**config.mk**
```make
export PLATFORM = sky130hd
export DESIGN_NAME = cart_rom_mapper
export DESIGN_NICKNAME = d
export VERILOG_FILES = /design/src/rtl/cart_pkg.sv /design/src/rtl/cart_bank_regs.sv /design/src/rtl/cart_rom_mapper.sv
export SDC_FILE = /design/constraint.sdc
export NUM_CORES = 1
export LEC_CHECK = 0
export BUFFER_PORTS_ARGS = -buffer_cell sky130_fd_sc_hd__buf_2
export CAP_MARGIN = 20
export CORE_MARGIN = 2
export CORE_UTILIZATION = 25
export DETAILED_ROUTE_END_ITERATION = 10
export HOLD_SLACK_MARGIN = 0.08
export PLACE_DENSITY = 0.5
export SYNTH_ARGS = -nofsm -noshare
export SYNTH_HDL_FRONTEND = slang
export SYNTH_SLANG_ARGS = --single-unit
```
**constraint.sdc**
```tcl
create_clock -name clk -period 5 [get_ports clk]
set_input_delay 0.25 -clock clk [delete_from_list [all_inputs] [get_ports clk]]
set_output_delay 0.25 -clock clk [all_outputs]
set_load 0.03 [all_outputs]
```
**src/rtl/cart_pkg.sv**
```systemverilog
// Shared constants for the MSX MegaROM mapper: mapper encodings, register
// window bases and the SCC enable pattern.
package cart_pkg;

   localparam logic [2:0] MAPPER_UNKNOWN = 3'd0;
   localparam logic [2:0] MAPPER_NONE    = 3'd1;
   localparam logic [2:0] MAPPER_RSVD    = 3'd2;
   localparam logic [2:0] MAPPER_KONAMI  = 3'd3;
   localparam logic [2:0] MAPPER_SCC     = 3'd4;
   localparam logic [2:0] MAPPER_ASCII8  = 3'd5;
   localparam logic [2:0] MAPPER_ASCII16 = 3'd6;

   localparam logic [15:0] KONAMI_B1_WIN = 16'h6000;
   localparam logic [15:0] KONAMI_B2_WIN = 16'h8000;
   localparam logic [15:0] KONAMI_B3_WIN = 16'hA000;

   localparam logic [15:0] SCC_B0_WIN    = 16'h5000;
   localparam logic [15:0] SCC_B1_WIN    = 16'h7000;
   localparam logic [15:0] SCC_B2_WIN    = 16'h9000;
   localparam logic [15:0] SCC_B3_WIN    = 16'hB000;
   localparam logic [15:0] SCC_REG_WIN   = 16'h9800;

   localparam logic [15:0] ASCII8_WIN    = 16'h6000;
   localparam logic [15:0] A16_B0_WIN    = 16'h6000;
   localparam logic [15:0] A16_B2_WIN    = 16'h7000;

   localparam logic [5:0]  SCC_ENABLE    = 6'h3F;

endpackage

```
**src/rtl/cart_bank_regs.sv**
```systemverilog
// Four 8 KB bank registers with per-mapper write decode; defaults reload on
// reset or whenever the selected mapper changes.
module cart_bank_regs
   import cart_pkg::*;
#(
   parameter int BANK_BITS = 8
) (
   input  logic                      clk,
   input  logic                      reset,
   input  logic [2:0]                mapper,
   input  logic [4:0]                addr_hi,
   input  logic                      wr,
   input  logic                      SLTSL_n,
   input  logic [BANK_BITS-1:0]      din,
   output logic [3:0][BANK_BITS-1:0] bank
);

   logic [2:0]                mapper_q;
   logic [3:0][BANK_BITS-1:0] bank_q, bank_d, bank_def;
   logic                      hit;
   logic [1:0]                widx;

   always_comb begin
      for (int i = 0; i < 4; i++) begin
         bank_def[i] = (mapper == MAPPER_KONAMI || mapper == MAPPER_SCC) ? BANK_BITS'(i) : '0;
      end

      hit  = 1'b0;
      widx = 2'd0;
      case (mapper)
         MAPPER_KONAMI: begin
            if (addr_hi[4:2] == KONAMI_B1_WIN[15:13]) begin hit = 1'b1; widx = 2'd1; end
            else if (addr_hi[4:2] == KONAMI_B2_WIN[15:13]) begin hit = 1'b1; widx = 2'd2; end
            else if (addr_hi[4:2] == KONAMI_B3_WIN[15:13]) begin hit = 1'b1; widx = 2'd3; end
         end
         MAPPER_SCC: begin
            if (addr_hi == SCC_B0_WIN[15:11]) begin hit = 1'b1; widx = 2'd0; end
            else if (addr_hi == SCC_B1_WIN[15:11]) begin hit = 1'b1; widx = 2'd1; end
            else if (addr_hi == SCC_B2_WIN[15:11]) begin hit = 1'b1; widx = 2'd2; end
            else if (addr_hi == SCC_B3_WIN[15:11]) begin hit = 1'b1; widx = 2'd3; end
         end
         MAPPER_ASCII8: begin
            // 6000-7FFF split into four 2 KB windows, one per bank
            if (addr_hi[4:2] == ASCII8_WIN[15:13]) begin hit = 1'b1; widx = addr_hi[1:0]; end
         end
         MAPPER_ASCII16: begin
            if (addr_hi == A16_B0_WIN[15:11]) begin hit = 1'b1; widx = 2'd0; end
            else if (addr_hi == A16_B2_WIN[15:11]) begin hit = 1'b1; widx = 2'd2; end
         end
         default: ;
      endcase

      bank_d = bank_q;
      if (mapper != mapper_q) begin
         bank_d = bank_def;
      end else if (hit && wr && !SLTSL_n) begin
         bank_d[widx] = din;
      end
   end

   always_ff @(posedge clk) begin
      if (reset) begin
         bank_q   <= bank_def;
         mapper_q <= mapper;
      end else begin
         bank_q   <= bank_d;
         mapper_q <= mapper;
      end
   end

   assign bank = bank_q;

endmodule

```
**src/rtl/cart_rom_mapper.sv**
```systemverilog
// MSX MegaROM address mapper: translates CPU slot addresses into ROM byte
// addresses for the supported mapper schemes and flags SCC register accesses.
module cart_rom_mapper
   import cart_pkg::*;
#(
   parameter int ADDR_WIDTH = 18,
   parameter int BANK_BITS  = 8
) (
   input  logic                  clk,
   input  logic                  reset,
   input  logic [15:0]           addr,
   input  logic                  wr,
   input  logic                  SLTSL_n,
   input  logic [7:0]            d_from_cpu,
   input  logic [2:0]            mapper,
   input  logic [3:0]            offset,
   input  logic [ADDR_WIDTH-1:0] rom_mask,
   output logic [ADDR_WIDTH-1:0] mem_addr,
   output logic                  mem_oe,
   output logic                  scc_sel
);

   logic [3:0][BANK_BITS-1:0] bank;
   logic [1:0]                page;
   logic [BANK_BITS-1:0]      bank_pg, bank_16k;
   logic [16:0]               nm_diff;
   logic                      banked, in_win;
   logic [ADDR_WIDTH-1:0]     mem_addr_d, mem_addr_q;
   logic                      mem_oe_d, mem_oe_q, scc_sel_d, scc_sel_q;

   cart_bank_regs #(.BANK_BITS(BANK_BITS)) u_banks (
      .clk     (clk),
      .reset   (reset),
      .mapper  (mapper),
      .addr_hi (addr[15:11]),
      .wr      (wr),
      .SLTSL_n (SLTSL_n),
      .din     (d_from_cpu[BANK_BITS-1:0]),
      .bank    (bank)
   );

   always_comb begin
      page     = addr[14:13] - 2'd2;
      bank_pg  = bank[page];
      bank_16k = addr[15] ? bank[2] : bank[0];
      // 17-bit subtract so a borrow (addr below base) is visible in bit 16
      nm_diff  = {1'b0, addr} - {1'b0, offset, 12'h000};
      banked   = mapper inside {MAPPER_KONAMI, MAPPER_SCC, MAPPER_ASCII8, MAPPER_ASCII16};

      case (mapper)
         MAPPER_ASCII16:
            mem_addr_d = ADDR_WIDTH'({bank_16k, addr[13:0]}) & rom_mask;
         MAPPER_KONAMI, MAPPER_SCC, MAPPER_ASCII8:
            mem_addr_d = ADDR_WIDTH'({bank_pg, addr[12:0]}) & rom_mask;
         default:
            mem_addr_d = ADDR_WIDTH'(nm_diff[15:0]) & rom_mask;
      endcase

      if (banked) begin
         in_win = (addr[15:14] == 2'b01) || (addr[15:14] == 2'b10);
      end else begin
         in_win = !nm_diff[16] && (32'(nm_diff[15:0]) <= 32'(rom_mask));
      end

      scc_sel_d = (mapper == MAPPER_SCC) && !SLTSL_n
                  && (addr[15:11] == SCC_REG_WIN[15:11])
                  && (bank[2][5:0] == SCC_ENABLE);
      mem_oe_d  = !SLTSL_n && !wr && in_win && !scc_sel_d;
   end

   always_ff @(posedge clk) begin
      if (reset) begin
         mem_addr_q <= '0;
         mem_oe_q   <= 1'b0;
         scc_sel_q  <= 1'b0;
      end else begin
         mem_addr_q <= mem_addr_d;
         mem_oe_q   <= mem_oe_d;
         scc_sel_q  <= scc_sel_d;
      end
   end

   assign mem_addr = mem_addr_q;
   assign mem_oe   = mem_oe_q;
   assign scc_sel  = scc_sel_q;

endmodule

```
==> results of run 1 <==
[path summary, 6_finish.rpt]
path	end	slack, ns	cells after the start
min	u_banks.mapper_q[0]	0.20	1
max reg2reg	u_banks.bank[28]	3.16	3
max	mem_oe	2.61	11
min reg2reg	u_banks.bank[4]	0.49	2
[Yosys cell counts (all sizes together) (3+ instances only)]
master   instances  share of area [%]
mux2i           12                4.1
a21oi           24                4.1
o2111ai          3               0.89
nor2b           16                3.4
nand2           18                2.4
xor2             5                1.5
a31o             3               0.89
buf             10                2.4
and2             3               0.68
nand2b           7                1.5
nand3           10                1.7
inv             27                3.4
a21o             4                1.0
nor2            20                2.6
dfxtp           28                 19
ha              36                 15
o21ai           13                2.3
mux4             4                3.1
nand4            3               0.64
edfxtp          16                 16
[power breakdown]
part | switching [W] | internal (W)
combinational | 0.000102 | 0.0000682
sequential | 0.00000706 | 0.000387
clock | 0.000148 | 0.000235
total | 0.000257 | 0.000690
[sequential cells by signal, summed over array words and instances (netlist names)]
signal / cells
u_banks.mapper_q: 3
mem_addr: 18
mem_oe: 1
scc_sel: 1
u_banks.bank: 21
[cells by family (layout without fill, tap and decap cells)]
group | Yosys count | in the layout
adder cells (fa/ha/maj) | 37 | 37
AND/OR/NAND/NOR | 90 | 90
flip-flops | 44 | 44
XOR/XNOR | 7 | 7
buffers and inverters | 38 | 105
multiplexers | 16 | 16
AO/OA/AOI/OAI | 67 | 67
[worst reg2reg max path, cell delays in order (launching register included)]
cell and delay [ns]:
sky130_fd_sc_hd__dfxtp_1 0.31, sky130_fd_sc_hd__xor2_1 0.16, sky130_fd_sc_hd__nor4_4 0.53, sky130_fd_sc_hd__nand2_1 0.47
[metrics by stage]
| step | hold WS, ns | cell area [um2] | setup slack [ns] |
|---|---|---|---|
| 2_1_floorplan | 0.278 | 2940 | 2.99 |
| 3_3_place_gp | 0.472 | 3400 | 2.37 |
| 3_5_place_dp | 0.478 | 3400 | 2.23 |
| 4_1_cts | 0.197 | 3570 | 2.54 |
| 5_1_grt | 0.204 | 3570 | 2.44 |
| 6_report | 0.200 | 3570 | 2.61 |
[routing by layer]
metal / wire, um / vias up / share of wire (%) / track usage [%]
li1: - / 1200 / - / -
met1: 3460 / 1102 / 47 / 15.2
met2: 3410 / 60 / 46 / 19.9
met3: 361 / 12 / 4.9 / 2.92
met4: 127 / 0 / 1.7 / 3.58
met5: 0 / - / 0 / 0
[area by class of cell]
type                       instances  area share [%]
clock buffer                       5            3.51
clock inverter                     3            1.19
inverter                          27            2.84
multi-input combinational        217            48.4
sequential                        44            29.2
tap                              143            5.02
timing repair buffer              70            9.82
==> impl_summary.md, run 1 <==
Synthesis
Synthesis instantiated 60 different standard cells from the library. After Yosys synthesis, full adders, half adders and majority gates account for 16.0% of the synthesized area. Summing the areas of all compound-gate instances in the mapped netlist gives 16.3% of the synthesized area. The net count after synthesis is 389. Of the total synthesized cell area, the portion taken by XOR and XNOR cells is 2.08%. By area, the combinational part of the netlist is dominated by simple AND/OR/NAND/NOR gates. The simple-gate share of the synthesized area is 17.2%. The warning count from the yosys run is 0.

After synthesis, flip-flops and latches occupy 35.4% of the total area. The number of enable-type register cells in the synthesized netlist is 16. The synthesized area divided by synthesized cell count is 9.84 um2. After synthesis, the share of cell area in mux cells is 7.14%. The cell count after synthesis is 299. The most used flip-flop cell after synthesis is sky130_fd_sc_hd__dfxtp_1. The fraction of synthesis flops using an asynchronous set or reset pin is 0%. The cell area that synthesis handed to floorplanning was 0.00294 mm2.

The flop and latch count out of synthesis is 44.

STA
At the pin with the least slew margin, the transition time is 0.593 ns. The number of setup violations in the final report is 0. The final worst clock skew is 0.00308 ns. After layout, the worst path uses 47.8% of the clock period. The worst-case headroom to the max-slew limit is 59.5%. Setup repair after global routing left no endpoint under its margin. The hold violation count in the final report is 0. The max-slew violation count was 0. The clock period could shrink to 2.39 ns.

The highest attainable clock frequency is 419 MHz. Summed over all failing endpoints, the final setup total negative slack is 0 ns.

GRT
The number of global-route vias before repair is 2347. The total global-route track usage is 11.9%. The pin count of the biggest net entering global routing is 21. The initial antenna violation count is 0.

The first global-routing pass estimated 12000 um of wire. The total grt overflow is 0.

Setup path
The critical path goes through buf_2, inv_1, ha_1, inv_1, fa_1, ha_1, nand4_1, a21oi_1, a2111oi_0, o211ai_1, a31oi_1. On the critical path the largest part of the delay comes from adder cells. The worst setup path is launched from a primary input. The type of the worst setup path is primary input to flip-flop. The critical path data required time is 5.22 ns. The most critical setup path has its startpoint at addr[12]. The number of buffers and inverters on the critical path is 3. The reg-to-reg startpoint is u_banks.mapper_q[2].

The endpoint class of the critical path is a flip-flop. For this design, the slowest cell found on the critical path is sky130_fd_sc_hd__a2111oi_0. In this run the worst path has a maximum fanout of 6. The largest single stage delay on the critical path is 0.54 ns.

At the worst endpoint, the arrival time is 2.61 ns.

Detailed routing
Before antenna repair, the detailed router went through 4 iterations. The number of vias per cell is 4.66. After the first detailed-routing iteration, the DRC count stood at 89.

Wires add up to 7360 um. The routed layout has 2374 vias. The wire length per cell after detailed routing is 14.5 um. After detailed routing, the number of remaining DRC violations is 0.

In this run the remaining antenna-violating nets after routing total 0.

Cells and area
Of the cells placed in the final design, the portion with a size suffix greater than 1 is 26.0%. The finished layout holds 509 standard cells, fillers aside. In the layout the commonest cells are 70 x sky130_fd_sc_hd__buf_2, 36 x sky130_fd_sc_hd__ha_1, 28 x sky130_fd_sc_hd__dfxtp_1, 25 x sky130_fd_sc_hd__inv_1, 24 x sky130_fd_sc_hd__a21oi_1. Summing all multi-input logic gate instances after layout gives 0.00173 mm2.

The number of nets at the end of the flow is 455. The filler cell count in the final layout is 1195. The post-synthesis to final-layout area growth is 21.2%. The area of all sequential standard cells is 0.00104 mm2.

Cells fill 31.1% of the core in the end. Leaving out fill and tap cells, the most frequent cell in the layout is sky130_fd_sc_hd__buf_2. 0 antenna diodes ended up in the layout.

Job
Max-cap violations in this run came to 0.

Die
The die outline area is 0.0127 mm2. 73 I/O pins were placed. The floorplan step set the die width to 112 um. The placeable core region is 0.0115 mm2. Row generation in the floorplan step produced 39 rows.

Once the floorplan was initialized, standard cells occupied 25.7% of the core. The height of the die is 112 um.

Worst hold path
In this run the worst hold path is classified as primary input to flip-flop. The worst hold path startpoint is mapper[0].

Clocking
The maximum level of the CTS H-tree is 2. The total clock sinks is 44. The number of buffers inserted by post-CTS setup repair is 0. TritonCTS built the clock tree.

The number of buffers created by CTS is 5. The clock latency of the later-clocked register in the worst-skew pair is 0.29 ns. After clock tree synthesis, the clock-pin slew on the worst setup and hold paths is 0.06 ns. The quantity of hold-fixing buffers added after cts is 0. The number of buffers on the longest clock path is 2. The tree is rooted in a sky130_fd_sc_hd__clkbuf_16. The total of cells resized after clock tree synthesis is 0.

Placement
The quantity of I/O buffers inserted on ports is 70. The total half-perimeter wirelength after legalization and detailed placement is 5820 um. Once placement completed, the tool counted placed cells totaling 501. The congestion estimate from routability-driven global placement came to 0.826.

Power
The maximum vdd drop is 196 uV. Summed over all cells, the static leakage comes to 1.66 nW. The design draws 0.000947 W. In this run the power density over the cells is 266 mW/mm2.

Run status
The flow ran to the end, and the final reports show no timing, DRC or antenna violations.
(Power assumes the default switching activity.)
==> inputs of run 2 (changes only) <==
--- a/config.mk
+++ b/config.mk
@@ -11,7 +11,7 @@
 export CORE_UTILIZATION = 25
 export DETAILED_ROUTE_END_ITERATION = 10
 export HOLD_SLACK_MARGIN = 0.08
-export PLACE_DENSITY = 0.5
+export PLACE_DENSITY = 0.51
 export SYNTH_ARGS = -nofsm -noshare
 export SYNTH_HDL_FRONTEND = slang
 export SYNTH_SLANG_ARGS = --single-unit
==> constraint.sdc (replaced) <==
create_clock -name clk -period 2.09 [get_ports clk]
set_input_delay 0.1045 -clock clk [delete_from_list [all_inputs] [get_ports clk]]
set_output_delay 0.1045 -clock clk [all_outputs]
set_load 0.03 [all_outputs]
==> run 2 against run 1 <==
  * Final cell count grew 3.3%
  * Sequential power rose by 140%
  * Sequential share of layout area is 1.5 points lower
  * Register-to-register slack got worse by 2.7 ns
  * Critical path depth shrank 2
  * Critical path type unchanged
  * Critical endpoint is now u_banks.bank[18]
  * Highest routed layer unchanged
==> impl_summary.md, run 2 (synthesized netlist as in run 1, its figures left out) <==
Run status
Result of the run: finished, final reports clean (unchanged).

Die
The number of rows in the core area came to 39 (unchanged). The starting utilization of the core area is 25.7% (unchanged). The number of top-level pins was 73 (unchanged).

The placeable core region is 0.0115 mm2 (unchanged). The die outline area came to 0.0127 mm2 (unchanged). The height of the die is 112 um (unchanged).

The width of the die is 112 um (unchanged).

Cells and area
Most frequent cells in the layout: 70 x sky130_fd_sc_hd__buf_2, 36 x sky130_fd_sc_hd__ha_1, 28 x sky130_fd_sc_hd__dfxtp_1, 25 x sky130_fd_sc_hd__inv_1, 24 x sky130_fd_sc_hd__a21oi_1 (unchanged). The filler cell count in the final layout is 1204 (was 1195). The area of combinational cells with multiple inputs came to 0.00176 mm2 (was 0.00173 mm2).

The number of standard cells in the layout, taps in and fillers out is 526 (was 509). The post-synthesis to final-layout area growth is 27.5% (was 21.2%). The final core utilization is 32.7% (was 31.1%).

The most common cell after layout, fill and taps aside is sky130_fd_sc_hd__buf_2 (unchanged). The layout cell share with drive strength beyond 1 came to 29.8% (was 26.0%). The number of flip-flops under the largest register name is 21 (unchanged). The number of nets at the end of the flow is 472 (was 455). The area of all sequential standard cells was 0.00104 mm2 (unchanged).

The total inserted antenna cells was 0 (unchanged).

Placement
The total half-perimeter wirelength after legalization and detailed placement is 6210 um (was 5820 um). The quantity of I/O buffers inserted on ports is 70 (unchanged). The number of placed instances with taps included is 514 (was 501). The worst slack at placement is -0.183 ns (was 2.23 ns).

The placer's final routability congestion estimate is 0.769 (was 0.826).

GRT
The pin count of the biggest net entering global routing is 21 (unchanged). The initial antenna violation count is 0 (unchanged). The most crowded layer after global routing is met2 (unchanged). The global-route track usage on met3 is 3.13% (was 2.92%). The global-route met2 utilization came to 21.8% (was 19.9%). The met1 track utilization from global routing is 16.0% (was 15.2%). The total grt overflow is 0 (unchanged).

The number of global-route vias before repair was 2484 (was 2347). The total global-route track usage is 12.8% (was 11.9%). The wire length of the first global-routing pass was 12700 um (was 12000 um).

STA
The max-slew violation count was 0 (unchanged). The slew at the pin with the worst max-slew slack was 0.459 ns (was 0.593 ns). The final period demand of the worst path is 2.00 ns.

The worst hold margin is 0.0876 ns (was 0.200 ns). The hold violation count in the final report was 0 (unchanged). The highest attainable clock frequency is 500 MHz. The number of setup violations in the final report is 0 (unchanged). The least setup slack across all paths after layout is 0.0884 ns (was 2.61 ns). The final worst clock skew was 0.00411 ns (was 0.00308 ns). The worst-case headroom to the max-slew limit is 69.4% (was 59.5%). In the finished design, the share of the clock period the worst path needs comes to 95.8%.

Setup path
CP Cell Sequence: dlygate4sd3_1, buf_2, and4bb_2, a22o_4, a41oi_4, nand2b_4, buf_12, mux2i_2, nor2_1 (was buf_2, inv_1, ha_1, inv_1, fa_1, ha_1, nand4_1, a21oi_1, a2111oi_0, o211ai_1, a31oi_1). The endpoint class of the critical path was a flip-flop (unchanged). The biggest cell delay along the critical path came to 0.53 ns (was 0.54 ns).

The kind of cell adding the most delay to the critical path is buffers and inverters (was adder cells). The arrival time at the worst endpoint is 2.05 ns (was 2.61 ns). The type of origin of the critical path is a primary input (unchanged). The critical path data required time came to 2.14 ns (was 5.22 ns).

The cell at the slowest stage of the critical path is sky130_fd_sc_hd__dlygate4sd3_1 (was sky130_fd_sc_hd__a2111oi_0). The type of the worst setup path is primary input to flip-flop (unchanged). The biggest fanout along the worst timing path is 7 (was 6). The number of buffers and inverters on the critical path is 3 (unchanged).

Clocking
The clock transition at the register clock pins on the worst setup and hold paths after CTS is 0.07 ns (was 0.06 ns). The maximum level of the CTS H-tree is 2 (unchanged). The total clock sinks was 44 (unchanged). The cell at the root of the clock tree was sky130_fd_sc_hd__clkbuf_16 (unchanged). The TritonCTS clock tree is built (unchanged). The number of buffers created by CTS is 5 (unchanged). The number of buffers inserted by post-CTS setup repair came to 0 (unchanged).

The number of buffers on the longest clock path is 2 (unchanged). The clock latency of the later-clocked register in the worst-skew pair is 0.30 ns (was 0.29 ns).

Detailed routing
The count of nets left with antenna violations after detail routing is 0 (unchanged). The total wire length is 7700 um (was 7360 um). The wire length per cell after detailed routing is 14.6 um (was 14.5 um).

The count of TritonRoute iterations in the first routing pass is 5 (was 4). The routed via count is 2422 (was 2374). The number of vias per cell is 4.60 (was 4.66). The DRC violation total after the first TritonRoute iteration came to 103 (was 89). The post-detailed-route DRC marker count is 0 (unchanged).

Power
The power density over the cells came to 619 mW/mm2 (was 266 mW/mm2). The maximum vdd drop came to 442 uV (was 196 uV). The reported leakage power is 1.76 nW (was 1.66 nW). The post-route total power was 0.00232 W (was 0.000947 W).

Job
The max capacitance violation total is 0 (unchanged).

Worst hold path
The classification of the worst-slack hold path is primary input to flip-flop (unchanged).
==> run 2: layer usage <==
layer | share of wire (%) | up-vias
met5 | 0 | -
met4 | 1.5 | 0
met3 | 5.1 | 8
met2 | 47 | 61
met1 | 47 | 1119
li1 | - | 1234
==> run 2: what timing repair did <==
item / 4_1_cts / 5_1_grt
setup endpoints to repair: 0 / 12
gates resized for setup: 0 / 9
hold buffers: 4 / 0
endpoints found under the hold margin: 4 / 0
==> run 2: final cells by class <==
type | count | share of cell area, %
Inverter | 27 | 2.70
Clock buffer | 5 | 3.33
Tap cell | 143 | 4.77
Multi-Input combinational cell | 217 | 46.8
Clock inverter | 3 | 1.27
Timing Repair Buffer | 87 | 13.3
Sequential cell | 44 | 27.7
==> run 2: report_power, final <==
part	internal, W	switching (W)	leakage (nW)
logic	0.000190	0.000254	1.25
clock network	0.000569	0.000369	0.0840
registers	0.000925	0.0000174	0.419
==> run 2: final timing paths <==
kind / endpoint / depth (start not counted) / slack, ns / start
worst max-delay path: u_banks.bank[18] / 9 / 0.09 / mapper[2]
worst min-delay path: mem_addr[17] / 2 / 0.09 / rom_mask[17]
worst max register to register: mem_addr[15] / 5 / 0.51 / u_banks.bank[18]
worst min register to register: u_banks.bank[4] / 2 / 0.48 / u_banks.bank[4]
==> run 2: metrics by stage <==
stage	cell area (um2)	TNS (ns)
global route	3750	-0.000784
detailed placement	3510	-0.183
global placement	3510	-0.0891
CTS	3720	0
finish	3750	0
floorplan	2940	0
==> inputs of run 3 (changes only) <==
--- a/config.mk
+++ b/config.mk
@@ -8,10 +8,10 @@
 export BUFFER_PORTS_ARGS = -buffer_cell sky130_fd_sc_hd__buf_2
 export CAP_MARGIN = 20
 export CORE_MARGIN = 2
-export CORE_UTILIZATION = 25
+export CORE_UTILIZATION = 45
 export DETAILED_ROUTE_END_ITERATION = 10
 export HOLD_SLACK_MARGIN = 0.08
-export PLACE_DENSITY = 0.51
+export PLACE_DENSITY = 0.75
 export SYNTH_ARGS = -nofsm -noshare
 export SYNTH_HDL_FRONTEND = slang
 export SYNTH_SLANG_ARGS = --single-unit
==> constraint.sdc (replaced) <==
create_clock -name clk -period 2.21 [get_ports clk]
set_input_delay 0.1105 -clock clk [delete_from_list [all_inputs] [get_ports clk]]
set_output_delay 0.1105 -clock clk [all_outputs]
set_load 0.03 [all_outputs]
==> run 3 against run 2 <==
  * Clock power fell by 30%
  * Final cell count decreased by 13%
  * First-iteration DRC count up 33%
  * Via count rose by 1.7%
  * Register-to-register slack hardly changed
  * Flip-flop and latch count unchanged
  * Clock skew is 0.0075 ns higher
  * Global-route usage rose by 5.9 points
==> impl_summary.md, run 3 (synthesized netlist as in run 1, its figures left out) <==
Run status
Result of the run: finished, final reports clean (unchanged).

GRT
The wire length of the first global-routing pass was 10800 um (was 12700 um). The pin count of the biggest net entering global routing was 21 (unchanged). The total grt overflow is 0 (unchanged). The initial antenna violation count was 0 (unchanged). The total global-route track usage is 18.7% (was 12.8%).

The number of global-route vias before repair is 2392 (was 2484).

Detailed routing
The routed via count came to 2464 (was 2422). The count of TritonRoute iterations in the first routing pass is 4 (was 5). The DRC violation total after the first TritonRoute iteration is 137 (was 103). The wire length per cell after detailed routing is 14.4 um (was 14.6 um).

The count of nets left with antenna violations after detail routing is 0 (unchanged). The post-detailed-route DRC marker count came to 0 (unchanged). The total wire length is 6560 um (was 7700 um). The number of vias per cell is 5.42 (was 4.60).

Cells and area
Most frequent cells in the layout: 68 x sky130_fd_sc_hd__buf_2, 36 x sky130_fd_sc_hd__ha_1, 28 x sky130_fd_sc_hd__dfxtp_1, 25 x sky130_fd_sc_hd__inv_1, 24 x sky130_fd_sc_hd__a21oi_1 (was 70 x sky130_fd_sc_hd__buf_2, 36 x sky130_fd_sc_hd__ha_1, 28 x sky130_fd_sc_hd__dfxtp_1, 25 x sky130_fd_sc_hd__inv_1, 24 x sky130_fd_sc_hd__a21oi_1). The most common cell after layout, fill and taps aside is sky130_fd_sc_hd__buf_2 (unchanged). The total inserted antenna cells is 0 (unchanged). The filler cell count in the final layout is 597 (was 1204).

The number of nets at the end of the flow is 467 (was 472). The post-synthesis to final-layout area growth is 20.6% (was 27.5%). The layout cell share with drive strength beyond 1 is 27.2% (was 29.8%). The area of all placed cells without fillers is 0.00355 mm2 (was 0.00375 mm2). The number of standard cells in the layout, taps in and fillers out is 455 (was 526). The number of flip-flops under the largest register name is 21 (unchanged).

Clocking
The maximum level of the CTS H-tree is 2 (unchanged). The number of buffers on the longest clock path was 2 (unchanged). The TritonCTS clock tree is built (unchanged). The total clock sinks was 44 (unchanged). The cell at the root of the clock tree was sky130_fd_sc_hd__clkbuf_8 (was sky130_fd_sc_hd__clkbuf_16). The clock latency of the later-clocked register in the worst-skew pair is 0.31 ns (was 0.30 ns). The number of buffers inserted by post-CTS setup repair is 0 (unchanged). The number of buffers created by CTS was 5 (unchanged). The clock transition at the register clock pins on the worst setup and hold paths after CTS is 0.10 ns (was 0.07 ns).

Setup path
The type of the worst setup path was primary input to flip-flop (unchanged). The endpoint class of the critical path is a flip-flop (unchanged). The biggest fanout along the worst timing path was 13 (was 7). The type of origin of the critical path is a primary input (unchanged). The arrival time at the worst endpoint is 2.15 ns (was 2.05 ns). The critical path data required time came to 2.24 ns (was 2.14 ns).

Power
The portion of total power attributed to the clock network is 33.8% (was 40.4%). The internal power is 0.00138 W (was 0.00168 W). The part of the power in combinational logic is 20.4% (was 19.1%). The power density over the cells was 547 mW/mm2 (was 619 mW/mm2).

The sequential power share is 45.8% (was 40.5%). The reported leakage power came to 1.69 nW (was 1.76 nW). The net switching power came to 0.000557 W (was 0.000641 W).

The switching fraction of total power is 28.7% (was 27.6%). The maximum vdd drop came to 343 uV (was 442 uV).

Placement
The total half-perimeter wirelength after legalization and detailed placement came to 5320 um (was 6210 um). The placement-stage cell area is 0.00337 mm2 (was 0.00351 mm2). The number of placed instances with taps included was 442 (was 514).

The placer's final routability congestion estimate is 0.801 (was 0.769). The quantity of I/O buffers inserted on ports was 70 (unchanged).

Die
The placeable core region is 0.00635 mm2 (was 0.0115 mm2). The width of the die is 84.9 um (was 112 um). The die outline area came to 0.00720 mm2 (was 0.0127 mm2). The height of the die is 84.9 um (was 112 um). The starting utilization of the core area is 46.3% (was 25.7%). The number of rows in the core area is 29 (was 39).

The number of top-level pins was 73 (unchanged).

STA
The number of setup violations in the final report is 0 (unchanged). The hold violation count in the final report is 0 (unchanged). The total negative setup slack is 0 ns (unchanged). The max-slew violation count is 0 (unchanged). The worst path needs 2.11 ns of the cycle, external delays included.

For this run, the top clock speed supported by timing is 473 MHz. The worst-case headroom to the max-slew limit is 65.9% (was 69.4%). Setup repair after global routing left no endpoint under its margin. The final clock period utilization by the worst path is 95.6%.

The final worst clock skew is 0.0116 ns (was 0.00411 ns). The slew at the pin with the worst max-slew slack came to 0.508 ns (was 0.459 ns).

Job
The max capacitance violation total is 0 (unchanged).

Worst hold path
The classification of the worst-slack hold path is primary input to flip-flop (unchanged).
## run 3: worst paths after layout
check                 startpoint          endpoint  slack, ns  cells past startpoint
max                    mapper[1]  u_banks.bank[24]        0.1                      9
min                d_from_cpu[4]   u_banks.bank[4]       0.09                      3
max reg2reg  u_banks.mapper_q[2]   u_banks.bank[8]       0.50                      5
min reg2reg      u_banks.bank[4]   u_banks.bank[4]       0.49                      2
## run 3: worst max-delay path: stages
cell                            delay (ns)
sky130_fd_sc_hd__dlygate4sd3_1        0.53
sky130_fd_sc_hd__clkbuf_4             0.19
sky130_fd_sc_hd__and4bb_2             0.36
sky130_fd_sc_hd__a22o_4               0.18
sky130_fd_sc_hd__a22oi_2              0.09
sky130_fd_sc_hd__buf_4                0.17
sky130_fd_sc_hd__nor2_1               0.32
sky130_fd_sc_hd__nand2_1              0.09
sky130_fd_sc_hd__nand2_1              0.11
## run 3: power by group through the flow
stage                     Clock [W]  Sequential, W  Combinational, W
after detailed placement          0       0.000908          0.000388
after global routing       0.000693       0.000893          0.000443
after CTS                  0.000666       0.000889          0.000397
after floorplan                   0       0.000934          0.000224
final                      0.000656       0.000889          0.000396
after global placement            0       0.000907          0.000379
## run 3: per-stage QoR
step	setup slack, ns	util [%]	power, W	hold slack (ns)
floorplan	0.335	-	0.00116	0.138
global placement	0.0467	53.0	0.00129	0.361
detailed placement	-0.0512	53.0	0.00130	0.360
CTS	0.0281	55.6	0.00195	0.0824
global route	0.00000799	55.9	0.00203	0.100
finish	0.0980	55.9	0.00194	0.0914
## run 3: per-layer routing
metal | wire length [um] | share of wire (%) | global-route usage (%)
met1 | 2900 | 44 | 23.2
met2 | 3190 | 49 | 33.1
met3 | 387 | 5.9 | 4.38
met4 | 72 | 1.1 | 4.04
met5 | 0 | 0 | 0
## run 3: cell type report
class / instances / area (um2) / share of cell area, %
clock buffers: 5 / 68.8 / 1.94
repair buffers: 82 / 458 / 12.9
flip-flops and latches: 44 / 1040 / 29.3
clock inverters: 3 / 46.3 / 1.30
well taps: 77 / 96.3 / 2.72
multi-input cells: 217 / 1740 / 48.9
inverters: 27 / 101 / 2.86
## run 3: timing repair
item                                   in CTS  in global routing
hold buffers                                5                  0
setup endpoints to repair                   0                 13
gates resized for setup                     0                  4
endpoints found under the hold margin       5                  0
